$ cat src/rtl/pr_pwm_sequencer_if.sv
// Control/status and PWM output bundle between the static top and the
// reconfigurable PWM sequencer slot.
interface pr_pwm_sequencer_if;
    logic       i_start;
    logic       i_stop;
    logic       i_loop;
    logic       BZ;
    logic       LED_R;
    logic       LED_G;
    logic       LED_B;
    logic       o_busy;
    logic       o_done;
    logic [1:0] o_pat_idx;

    modport master (
        output i_start, i_stop, i_loop,
        input  BZ, LED_R, LED_G, LED_B, o_busy, o_done, o_pat_idx
    );

    modport slave (
        input  i_start, i_stop, i_loop,
        output BZ, LED_R, LED_G, LED_B, o_busy, o_done, o_pat_idx
    );
endinterface

$ cat src/rtl/pr_pwm_sequencer.sv
// Four-pattern PWM sequencer for buzzer + RGB LED: each channel ramps to the
// pattern target, holds, then advances (one-shot or looping), fading out on stop.
module pr_pwm_sequencer #(
    parameter int PRESCALE   = 1000,
    parameter int HOLD_TICKS = 256,
    parameter int STEP       = 1
) (
    input  logic               CLK,
    input  logic               RST,
    pr_pwm_sequencer_if.slave  io_seq
);

    localparam int PW = $clog2(PRESCALE);
    localparam int HW = $clog2(HOLD_TICKS + 1);
    localparam logic [PW-1:0] PRESC_LAST = PW'(PRESCALE - 1);
    localparam logic [HW-1:0] HOLD_LAST  = HW'(HOLD_TICKS - 1);
    localparam logic [8:0]    STEP9      = 9'(STEP);

    localparam logic [1:0] S_IDLE = 2'd0;
    localparam logic [1:0] S_RAMP = 2'd1;
    localparam logic [1:0] S_HOLD = 2'd2;
    localparam logic [1:0] S_FADE = 2'd3;

    // Channel packing everywhere: [0]=BZ, [1]=R, [2]=G, [3]=B.
    function automatic logic [31:0] f_target(input logic [1:0] idx);
        logic [31:0] tgt;
        case (idx)
            2'd0:    tgt = {8'd0,   8'd0,   8'd255, 8'd0};
            2'd1:    tgt = {8'd0,   8'd255, 8'd0,   8'd0};
            2'd2:    tgt = {8'd255, 8'd0,   8'd0,   8'd0};
            2'd3:    tgt = {8'd128, 8'd128, 8'd128, 8'd64};
            default: tgt = 32'd0;
        endcase
        return tgt;
    endfunction

    // 9-bit arithmetic so a large STEP can neither wrap nor overshoot.
    function automatic logic [7:0] f_ramp(input logic [7:0] duty, input logic [7:0] tgt);
        logic [8:0] sum;
        logic [8:0] dif;
        logic [7:0] res;
        sum = {1'b0, duty} + STEP9;
        dif = {1'b0, duty} - {1'b0, tgt};
        if (duty < tgt) begin
            res = (sum > {1'b0, tgt}) ? tgt : sum[7:0];
        end else if (duty > tgt) begin
            res = (dif <= STEP9) ? tgt : (duty - STEP9[7:0]);
        end else begin
            res = duty;
        end
        return res;
    endfunction

    logic [1:0]      r_state;
    logic [1:0]      r_idx;
    logic            r_loop;
    logic [HW-1:0]   r_hold;
    logic [PW-1:0]   r_presc;
    logic [7:0]      r_pwm_cnt;
    logic [3:0][7:0] r_duty;
    logic [3:0]      r_pwm;
    logic            r_busy;
    logic            r_done;

    logic [1:0]      w_state_nxt;
    logic [1:0]      w_idx_nxt;
    logic            w_loop_nxt;
    logic [HW-1:0]   w_hold_nxt;
    logic [PW-1:0]   w_presc_nxt;
    logic [3:0][7:0] w_duty_nxt;
    logic [3:0][7:0] w_ramped;
    logic [31:0]     w_tgt;
    logic            w_tick;
    logic            w_done_nxt;

    // Next-state, duty ramp and prescaler logic.
    always_comb begin
        w_tick      = (r_presc == PRESC_LAST);
        w_tgt       = (r_state == S_FADE) ? 32'd0 : f_target(r_idx);
        for (int ch = 0; ch < 4; ch++) begin
            w_ramped[ch] = f_ramp(r_duty[ch], w_tgt[ch*8 +: 8]);
        end
        w_state_nxt = r_state;
        w_idx_nxt   = r_idx;
        w_loop_nxt  = r_loop;
        w_hold_nxt  = r_hold;
        w_presc_nxt = w_tick ? {PW{1'b0}} : (r_presc + PW'(1));
        w_duty_nxt  = r_duty;
        w_done_nxt  = 1'b0;
        case (r_state)
            S_IDLE: begin
                w_duty_nxt = 32'd0;
                if (io_seq.i_start && !io_seq.i_stop) begin
                    w_state_nxt = S_RAMP;
                    w_idx_nxt   = 2'd0;
                    w_loop_nxt  = io_seq.i_loop;
                    w_presc_nxt = {PW{1'b0}};
                    w_hold_nxt  = {HW{1'b0}};
                end else begin
                    w_state_nxt = S_IDLE;
                end
            end
            S_RAMP: begin
                if (io_seq.i_stop) begin
                    w_state_nxt = S_FADE;
                end else if (w_tick) begin
                    w_duty_nxt = w_ramped;
                    if (w_ramped == w_tgt) begin
                        w_state_nxt = S_HOLD;
                        w_hold_nxt  = {HW{1'b0}};
                    end else begin
                        w_state_nxt = S_RAMP;
                    end
                end else begin
                    w_state_nxt = S_RAMP;
                end
            end
            S_HOLD: begin
                if (io_seq.i_stop) begin
                    w_state_nxt = S_FADE;
                end else if (w_tick && (r_hold == HOLD_LAST)) begin
                    w_hold_nxt = {HW{1'b0}};
                    if (r_idx != 2'd3) begin
                        w_idx_nxt   = r_idx + 2'd1;
                        w_state_nxt = S_RAMP;
                    end else if (r_loop) begin
                        w_idx_nxt   = 2'd0;
                        w_state_nxt = S_RAMP;
                    end else begin
                        w_state_nxt = S_FADE;
                    end
                end else if (w_tick) begin
                    w_hold_nxt = r_hold + HW'(1);
                end else begin
                    w_state_nxt = S_HOLD;
                end
            end
            S_FADE: begin
                if (w_tick) begin
                    w_duty_nxt = w_ramped;
                    if (w_ramped == 32'd0) begin
                        w_state_nxt = S_IDLE;
                        w_idx_nxt   = 2'd0;
                        w_done_nxt  = 1'b1;
                    end else begin
                        w_state_nxt = S_FADE;
                    end
                end else begin
                    w_state_nxt = S_FADE;
                end
            end
            default: begin
                w_state_nxt = S_IDLE;
                w_duty_nxt  = 32'd0;
                w_idx_nxt   = 2'd0;
            end
        endcase
    end

    // State, counters and registered PWM/status outputs.
    always_ff @(posedge CLK) begin
        if (RST) begin
            r_state   <= S_IDLE;
            r_idx     <= 2'd0;
            r_loop    <= 1'b0;
            r_hold    <= {HW{1'b0}};
            r_presc   <= {PW{1'b0}};
            r_pwm_cnt <= 8'd0;
            r_duty    <= 32'd0;
            r_pwm     <= 4'd0;
            r_busy    <= 1'b0;
            r_done    <= 1'b0;
        end else begin
            r_state   <= w_state_nxt;
            r_idx     <= w_idx_nxt;
            r_loop    <= w_loop_nxt;
            r_hold    <= w_hold_nxt;
            r_presc   <= w_presc_nxt;
            r_pwm_cnt <= r_pwm_cnt + 8'd1;
            r_duty    <= w_duty_nxt;
            for (int ch = 0; ch < 4; ch++) begin
                r_pwm[ch] <= (r_pwm_cnt < r_duty[ch]);
            end
            r_busy    <= (w_state_nxt != S_IDLE);
            r_done    <= w_done_nxt;
        end
    end

    assign io_seq.BZ        = r_pwm[0];
    assign io_seq.LED_R     = r_pwm[1];
    assign io_seq.LED_G     = r_pwm[2];
    assign io_seq.LED_B     = r_pwm[3];
    assign io_seq.o_busy    = r_busy;
    assign io_seq.o_done    = r_done;
    assign io_seq.o_pat_idx = r_idx;

endmodule

$ cat src/flat_wrapper.sv
// flat-port wrapper written by rule: the top's interface ports become plain ports
module pr_pwm_sequencer_flat 
#(
    parameter int PRESCALE   = 1000,
    parameter int HOLD_TICKS = 256,
    parameter int STEP       = 1
)
  (CLK, RST, io_seq_i_start, io_seq_i_stop, io_seq_i_loop, io_seq_BZ, io_seq_LED_R, io_seq_LED_G, io_seq_LED_B, io_seq_o_busy, io_seq_o_done, io_seq_o_pat_idx);
  pr_pwm_sequencer_if io_seq_i ();
  input  logic CLK;
  input  logic RST;
  input wire logic [$bits(io_seq_i.i_start)-1:0] io_seq_i_start;
  input wire logic [$bits(io_seq_i.i_stop)-1:0] io_seq_i_stop;
  input wire logic [$bits(io_seq_i.i_loop)-1:0] io_seq_i_loop;
  output wire logic [$bits(io_seq_i.BZ)-1:0] io_seq_BZ;
  output wire logic [$bits(io_seq_i.LED_R)-1:0] io_seq_LED_R;
  output wire logic [$bits(io_seq_i.LED_G)-1:0] io_seq_LED_G;
  output wire logic [$bits(io_seq_i.LED_B)-1:0] io_seq_LED_B;
  output wire logic [$bits(io_seq_i.o_busy)-1:0] io_seq_o_busy;
  output wire logic [$bits(io_seq_i.o_done)-1:0] io_seq_o_done;
  output wire logic [$bits(io_seq_i.o_pat_idx)-1:0] io_seq_o_pat_idx;
  assign io_seq_i.i_start = io_seq_i_start;
  assign io_seq_i.i_stop = io_seq_i_stop;
  assign io_seq_i.i_loop = io_seq_i_loop;
  assign io_seq_BZ = io_seq_i.BZ;
  assign io_seq_LED_R = io_seq_i.LED_R;
  assign io_seq_LED_G = io_seq_i.LED_G;
  assign io_seq_LED_B = io_seq_i.LED_B;
  assign io_seq_o_busy = io_seq_i.o_busy;
  assign io_seq_o_done = io_seq_i.o_done;
  assign io_seq_o_pat_idx = io_seq_i.o_pat_idx;
  pr_pwm_sequencer #(.PRESCALE(PRESCALE), .HOLD_TICKS(HOLD_TICKS), .STEP(STEP)) u_core (.CLK(CLK), .RST(RST), .io_seq(io_seq_i));
endmodule
$ cat config.mk
export PLATFORM = sky130hd
export DESIGN_NAME = pr_pwm_sequencer_flat
export DESIGN_NICKNAME = d
export VERILOG_FILES = /design/src/rtl/pr_pwm_sequencer_if.sv /design/src/rtl/pr_pwm_sequencer.sv /design/src/flat_wrapper.sv
export SDC_FILE = /design/constraint.sdc
export NUM_CORES = 1
export LEC_CHECK = 0
export ABC_AREA = 0
export CORE_MARGIN = 4
export CORE_UTILIZATION = 42
export CTS_CLUSTER_DIAMETER = 60
export DETAILED_ROUTE_END_ITERATION = 7
export GPL_TIMING_DRIVEN = 0
export PLACE_DENSITY_LB_ADDON = 0.05
export SLEW_MARGIN = 20
export SYNTH_ARGS = -nofsm -noshare
export SYNTH_HDL_FRONTEND = slang
export SYNTH_SLANG_ARGS = --single-unit
$ cat constraint.sdc
create_clock -name CLK -period 5 [get_ports CLK]
set_input_delay 0.5 -clock CLK [delete_from_list [all_inputs] [get_ports CLK]]
set_output_delay 0.5 -clock CLK [all_outputs]
set_load 0.03 [all_outputs]
After elaboration in Yosys (flattened, before gate mapping)
Cells that the tools add are included.
Widths: inputs -> output; s select.
{"block": "op_classes", "n_eq_ne": 20, "magnitude_cmp": 20, "add_sub_neg": 16, "n_reduce_logical": 15, "mux": 53, "bitwise_logic": 2}
{"cell": "$mux 8", "count": 16}
{"cell": "$pmux 32 s4", "count": 1}
{"cell": "$mux 32", "count": 3}
{"cell": "$pmux 32 s3", "count": 1}
{"cell": "$lt 8x8->1", "count": 8}
{"cell": "$mux 9", "count": 7}
{"cell": "$add 8x1->9 const B", "count": 4}
{"cell": "$gt 9x8->1", "count": 4}
{"cell": "$le 9x1->1 const B", "count": 4}
{"cell": "$sub 8x8->9", "count": 4}
{"cell": "$mux 2", "count": 17}
{"cell": "$eq 32x32->1", "count": 1}
{"cell": "$gt 8x8->1", "count": 4}
{"cell": "$logic_not 32->1", "count": 1}
{"cell": "$sub 8x1->8 const B", "count": 4}
{"cell": "$mux 10", "count": 3}
{"cell": "$pmux 9 s3", "count": 1}
{"cell": "$reduce_and 7->1", "count": 2}
{"cell": "$add 10x1->10 const B", "count": 1}
{"cell": "$eq 10x10->1 const B", "count": 1}
{"cell": "$ne 2x1->1 const B", "count": 5}
{"cell": "$add 9x1->9 const B", "count": 1}
{"cell": "$eq 9x8->1 const B", "count": 1}
{"cell": "$reduce_bool 3->1", "count": 3}
{"cell": "16 further kinds", "count": 29}
{"block": "word_totals", "in_bits": 5, "output_inout_bits": 8, "regBits": 70, "wordCells": 139}

Logic depth before layout (Yosys ltp)
{"block": "logic_depth", "depth_word": 14, "mapped_depth": 20, "mapped_depth_nobuf": 19}

Worst setup path before layout
No wires, ideal clock.
{"block": "synth_path", "kind": "register to register", "startpoint": "register u_core.r_idx[1] (netlist: u_core.io_seq.o_pat_idx[1])", "endpoint": "register u_core.r_busy (netlist: u_core.io_seq.o_busy)", "arrival_ns": 5.098, "stages_incl_launch_ff": 19, "setup_slack_ns": -0.229, "period_less_slack_ns": 5.229, "required_ns": 4.869, "cell_sequence": "dfxtp_1 > inv_1 > ha_1 > nand2_1 > inv_1 > ha_1 > inv_1 > fa_1 > a311oi_2 > nand3_2 > a2111oi_4 > a31o_4 > o21bai_1 > a211o_1 > or4b_1 > or4_4 > o21ai_0 > o211a_1 > o31ai_1"}
{"block": "synth_via", "elab_chain_cells": 14}
{"element": "start: declaration", "line": "pr_pwm_sequencer.sv:55", "rtl": "logic [1:0] r_idx;"}
{"element": "start signal: assignment", "line": "pr_pwm_sequencer.sv:175", "rtl": "r_idx <= w_idx_nxt;"}
{"element": "$eq 2x2->1, or another cell as far along", "line": "pr_pwm_sequencer.sv:27", "rtl": "case (idx)"}
{"element": "$pmux 32 s4", "line": "pr_pwm_sequencer.sv:27"}
{"element": "$mux 32", "line": "pr_pwm_sequencer.sv:79", "rtl": "w_tgt = (r_state == S_FADE) ? 32'd0 : f_target(r_idx);"}
{"element": "$sub 8x8->9", "line": "pr_pwm_sequencer.sv:43", "rtl": "dif = {1'b0, duty} - {1'b0, tgt};"}
{"element": "$le 9x1->1", "line": "pr_pwm_sequencer.sv:47", "rtl": "res = (dif <= STEP9) ? tgt : (duty - STEP9[7:0]);"}
{"element": "$mux 8", "line": "pr_pwm_sequencer.sv:47"}
{"element": "$mux 8", "line": "pr_pwm_sequencer.sv:46", "rtl": "end else if (duty > tgt) begin"}
{"element": "$mux 8", "line": "pr_pwm_sequencer.sv:44", "rtl": "if (duty < tgt) begin"}
{"element": "$eq 32x32->1", "line": "pr_pwm_sequencer.sv:108", "rtl": "if (w_ramped == w_tgt) begin"}
{"element": "$mux 2", "line": "pr_pwm_sequencer.sv:108"}
{"element": "$mux 2", "line": "pr_pwm_sequencer.sv:106", "rtl": "end else if (w_tick) begin"}
{"element": "$mux 2", "line": "pr_pwm_sequencer.sv:104", "rtl": "if (io_seq.i_stop) begin"}
{"element": "$pmux 2 s4 (*)", "line": "pr_pwm_sequencer.sv:90", "rtl": "case (r_state)"}
{"element": "$reduce_bool 2->1 (*)", "line": "pr_pwm_sequencer.sv:184", "rtl": "r_busy <= (w_state_nxt != S_IDLE);"}
{"element": "end signal: assignment", "line": "pr_pwm_sequencer.sv:184"}
{"element": "end: declaration", "line": "pr_pwm_sequencer.sv:62", "rtl": "logic r_busy;"}
Every way passes the cells marked *; elsewhere a longest branch is shown, timed or not. The select of a mux whose other input is x is not followed.
A chain may end at the register's enable or synchronous reset.

Final worst setup path
{"block": "layout_path", "startpoint": "register u_core.r_duty[24] (netlist bit)", "endpoint": "register u_core.r_idx[0] (netlist: u_core.io_seq.o_pat_idx[0])"}
{"block": "layout_via", "elab_chain_cells": 8}
{"element": "start: declaration", "line": "pr_pwm_sequencer.sv:60", "rtl": "logic [3:0][7:0] r_duty;"}
{"element": "start signal: assignment", "line": "pr_pwm_sequencer.sv:180", "rtl": "r_duty <= w_duty_nxt;"}
{"element": "$sub 8x8->9", "line": "pr_pwm_sequencer.sv:43"}
{"element": "$le 9x1->1", "line": "pr_pwm_sequencer.sv:47"}
{"element": "$mux 8", "line": "pr_pwm_sequencer.sv:47"}
{"element": "$mux 8", "line": "pr_pwm_sequencer.sv:46"}
{"element": "$mux 8 (*)", "line": "pr_pwm_sequencer.sv:44"}
{"element": "$logic_not 32->1 (*)", "line": "pr_pwm_sequencer.sv:141", "rtl": "if (w_ramped == 32'd0) begin"}
{"element": "$ne 2x2->1 (no source line) (*)"}
{"element": "$reduce_and 7->1 (no source line) (*)"}
Every way passes the cells marked *; elsewhere a longest branch is shown, timed or not.

==> flow_summary_export.csv <==
group,metric,value,unit
cells_and_area,final_cells,1524,
synthesis,syn_area,8710,um2
setup_path,critPathLaunchType,"register",
power_and_ir_drop,power_frac_clock,0.399,
synthesis,synth_seq_cells,70,
hold_path,hp-start,"u_core.r_loop$_SDFFE_PP0P_",
detailed_routing,routedWlPerCell,18.9,um
cells_and_area,diodes,0,
power_and_ir_drop,sequentialPowerShare,0.329,
synthesis,synth.avg_cell_area,7.32,um2
global_route,grt_use_total,0.235,
die,die_h,152,um
synthesis,synth_ff_type,"dfxtp_1",
cells_and_area,nets,1357,
global_route,grt_pass1_vias,8482,
synthesis,ys_types,92,
detailed_routing,via_per_inst,6.14,
sta,tightest_slew,1.07,ns
setup_path,end_kind,"register",
cells_and_area,area_growth_syn_to_layout,19.6,%
status,status,"finished, final reports clean",
cts,cts_max_level,3,
synthesis,syn-instance-count,1189,
sta,period_share,0.976,
detailed_routing,drtAntennaViolNets,0,
sta,slew_viol_final,0,
cts,insertion_delay,0.35,ns
die,io_pins,13,
global_route,globalRoute.totalOverflow,0,
hold_path,worstHoldPathType,"register to register",
cts,cts_buffer_depth,2,
sta,whs,0.471,ns
global_route,grt_pass1_wl,45.7,mm
setup_path,required,5.24,ns
cts,cts_made_buffers,9,
synthesis,yosysTopAreaCellShare,0.161,
power_and_ir_drop,comb_power_share,0.272,
power_and_ir_drop,p_sw_frac,0.326,
synthesis,ys_warn_count,0,
detailed_routing,top_layer_used,"met4",
synthesis,async_flop_share,0,
sta,slew_headroom,0.281,
detailed_routing,drc,0,
sta,setup_viol,0,
die,std_cell_rows,52,
detailed_routing,dr_wl_met3,1.40,mm
die,initial_core_util,0.429,
power_and_ir_drop,ir_drop,158,uV
cts,clk_pin_slew_worst_paths,0.06,ns
hold_path,hold_end,"u_core.r_loop$_SDFFE_PP0P_",
sta,min_period,4.88,ns
detailed_routing,dr_wl_met2,13.4,mm
setup_path,r2r_cells,16,
detailed_routing,wl,28.7,mm
cts,cts_tree,"built",
synthesis,synth_edf_count,0,
power_and_ir_drop,leakagePower,4.06,nW
die,die_area,23100,um2
global_route,antenna_found_initial,0,
synthesis,syn-num-nets,1296,
die,coreArea,20300,um2
synthesis,synth_top_cell_by_area,"dfxtp_1",
setup_path,arrival,5.12,ns
setup_path,crit_fanout,9,
die,die_x,152,um
setup_path,r2r-start,"u_core.r_duty[24]$_SDFFE_PP0P_",
detailed_routing,first_pass_iters,5,
sta,fmax,205,MHz
setup_path,ff2ff_setup_slack,0.12,ns
run,max_cap_viol_count,0,
place,dp_cells,1471,
cells_and_area,layout-drive-gt1-share,0.160,
place,place.gp.congestion,0.997,
place,numPortBuffers,12,
cells_and_area,layout_common_cells,"nor2_1 (107), nand2_1 (88), ha_1 (88)",
synthesis,synth_seq_area_share,0.161,
detailed_routing,detail_route.iter0.violations,814,
setup_path,r2r_end,"u_core.io_seq.o_pat_idx[0]$_SDFFE_PP0P_",
hold_path,holdPathStages,2,
sta,skew,0.00769,ns
power_and_ir_drop,switchingPower,0.000581,W
sta,finalHoldViolations,0,
power_and_ir_drop,power_density,171,nW/um2
setup_path,worstSetupPathType,"register to register",
synthesis,yosys-top-cells-area,"dfxtp_1 (16%), ha_1 (14%), nor2_1 (4.7%)",
cts,holdBufCountCts,0,
cts,cts.sinks,70,
detailed_routing,drt-met1-wl,13.4,mm
detailed_routing,vias,9361,
cells_and_area,layout_commonest_cell,"nor2_1",
global_route,grt_max_degree,19,
cts,cts-root-buf,"clkbuf_16",
place,place_hpwl,21.3,mm
power_and_ir_drop,intPower,0.00120,W
## cells in the mapped netlist (15+ instances only)
library cell / n
a211oi_1: 19
a21o_1: 15
a21oi_1: 73
a31oi_1: 18
and3_1: 23
clkbuf_1: 50
dfxtp_1: 70
ha_1: 100
inv_1: 63
nand2_1: 92
nand2b_1: 20
nand3_1: 69
nand4_1: 26
nor2_1: 108
nor3_1: 28
nor4_1: 16
o21ai_0: 61
or3_1: 16
xnor2_1: 42
xor2_1: 16
## layout make-up
cell class	count	area, um2
Inverter	66	279
Buffer	54	264
Clock buffer	9	225
Clock inverter	6	87.6
Sequential cell	70	1420
Multi-Input combinational cell	993	7330
Tap cell	270	338
Timing Repair Buffer	56	475
Fill cell	2035	9880
## critical path, stage by stage (launching register included)
cell and delay, ns:
dfxtp_2 0.38, inv_1 0.28, ha_4 0.20, inv_1 0.05, fa_2 0.38, a21o_1 0.20, a221o_1 0.37, mux2_4 0.36
or4_4 0.56, o211ai_1 0.25, nand3_1 0.19, nor4_4 0.32, nand3_2 0.11, or4_4 0.60, nor3_4 0.32, nor2_2 0.06
mux2i_1 0.13
## layer usage
metal,vias to the layer above,global-route usage
met3,50,0.0290
li1,4601,-
met4,0,0.0535
met5,-,0
met2,273,0.381
met1,4437,0.335
## timing repair
item / in CTS / in global routing
resized for setup: 51 / 100
setup buffers: 15 / 29
pin swaps: 9 / 31
setup endpoints to repair: 15 / 15
## registers in the layout, indices dropped and copies added, names as in the netlist
register                 flops
u_core.r_pwm                 4
u_core.r_presc              10
u_core.r_pwm_cnt             8
u_core.r_loop                1
u_core.io_seq.o_busy         1
u_core.io_seq.o_done         1
u_core.io_seq.o_pat_idx      2
u_core.r_state               2
u_core.r_duty               32
u_core.r_hold                9
## power groups by stage
stage          sequential (W)  clock (W)  combinational [W]
6_report             0.000587   0.000710           0.000485
5_1_grt              0.000588   0.000740           0.000525
4_1_cts              0.000585   0.000724           0.000436
3_5_place_dp         0.000595          0           0.000395
3_3_place_gp         0.000595          0           0.000395
2_1_floorplan        0.000601          0           0.000272
## metrics by stage
stage          cell area, um2  total power, W  worst slack (ns)  TNS [ns]   util
2_1_floorplan            8710        0.000874            0.0606         0      -
3_3_place_gp             9170        0.000990             -1.07    -12.65  0.452
3_5_place_dp             9170        0.000990             -1.04    -12.34  0.452
4_1_cts                  9810         0.00174           0.00142         0  0.483
5_1_grt                 10400         0.00185            -0.101    -0.689  0.513
6_report                10400         0.00178             0.118         0  0.513
## worst max-delay path by stage
stage,from,end,slack [ns]
floorplan,u_core.io_seq.o_pat_idx[1]$_SDFFE_PP0P_,u_core.io_seq.o_busy$_SDFF_PP0_,0.06
global placement,u_core.io_seq.o_pat_idx[0]$_SDFFE_PP0P_,u_core.r_hold[5]$_SDFFE_PP0P_,-1.07
detailed placement,u_core.io_seq.o_pat_idx[0]$_SDFFE_PP0P_,u_core.r_hold[5]$_SDFFE_PP0P_,-1.04
CTS,u_core.io_seq.o_pat_idx[1]$_SDFFE_PP0P_,u_core.r_hold[5]$_SDFFE_PP0P_,0.001
global route,u_core.io_seq.o_pat_idx[0]$_SDFFE_PP0P_,u_core.io_seq.o_pat_idx[0]$_SDFFE_PP0P_,-0.10
finish,u_core.r_duty[24]$_SDFFE_PP0P_,u_core.io_seq.o_pat_idx[0]$_SDFFE_PP0P_,0.12
## logic make-up after synthesis
group	count (synthesis)	synth area share
and+or+nand+nor	472	0.280
AOI/OAI and AO/OA	347	0.277
buffers and inverters	126	0.0585
adders and majority gates	102	0.148
DFF	70	0.161
xor gates and xnor gates	58	0.0583
muxes	14	0.0170
No activity file was read; power rests on OpenSTA's default activity.
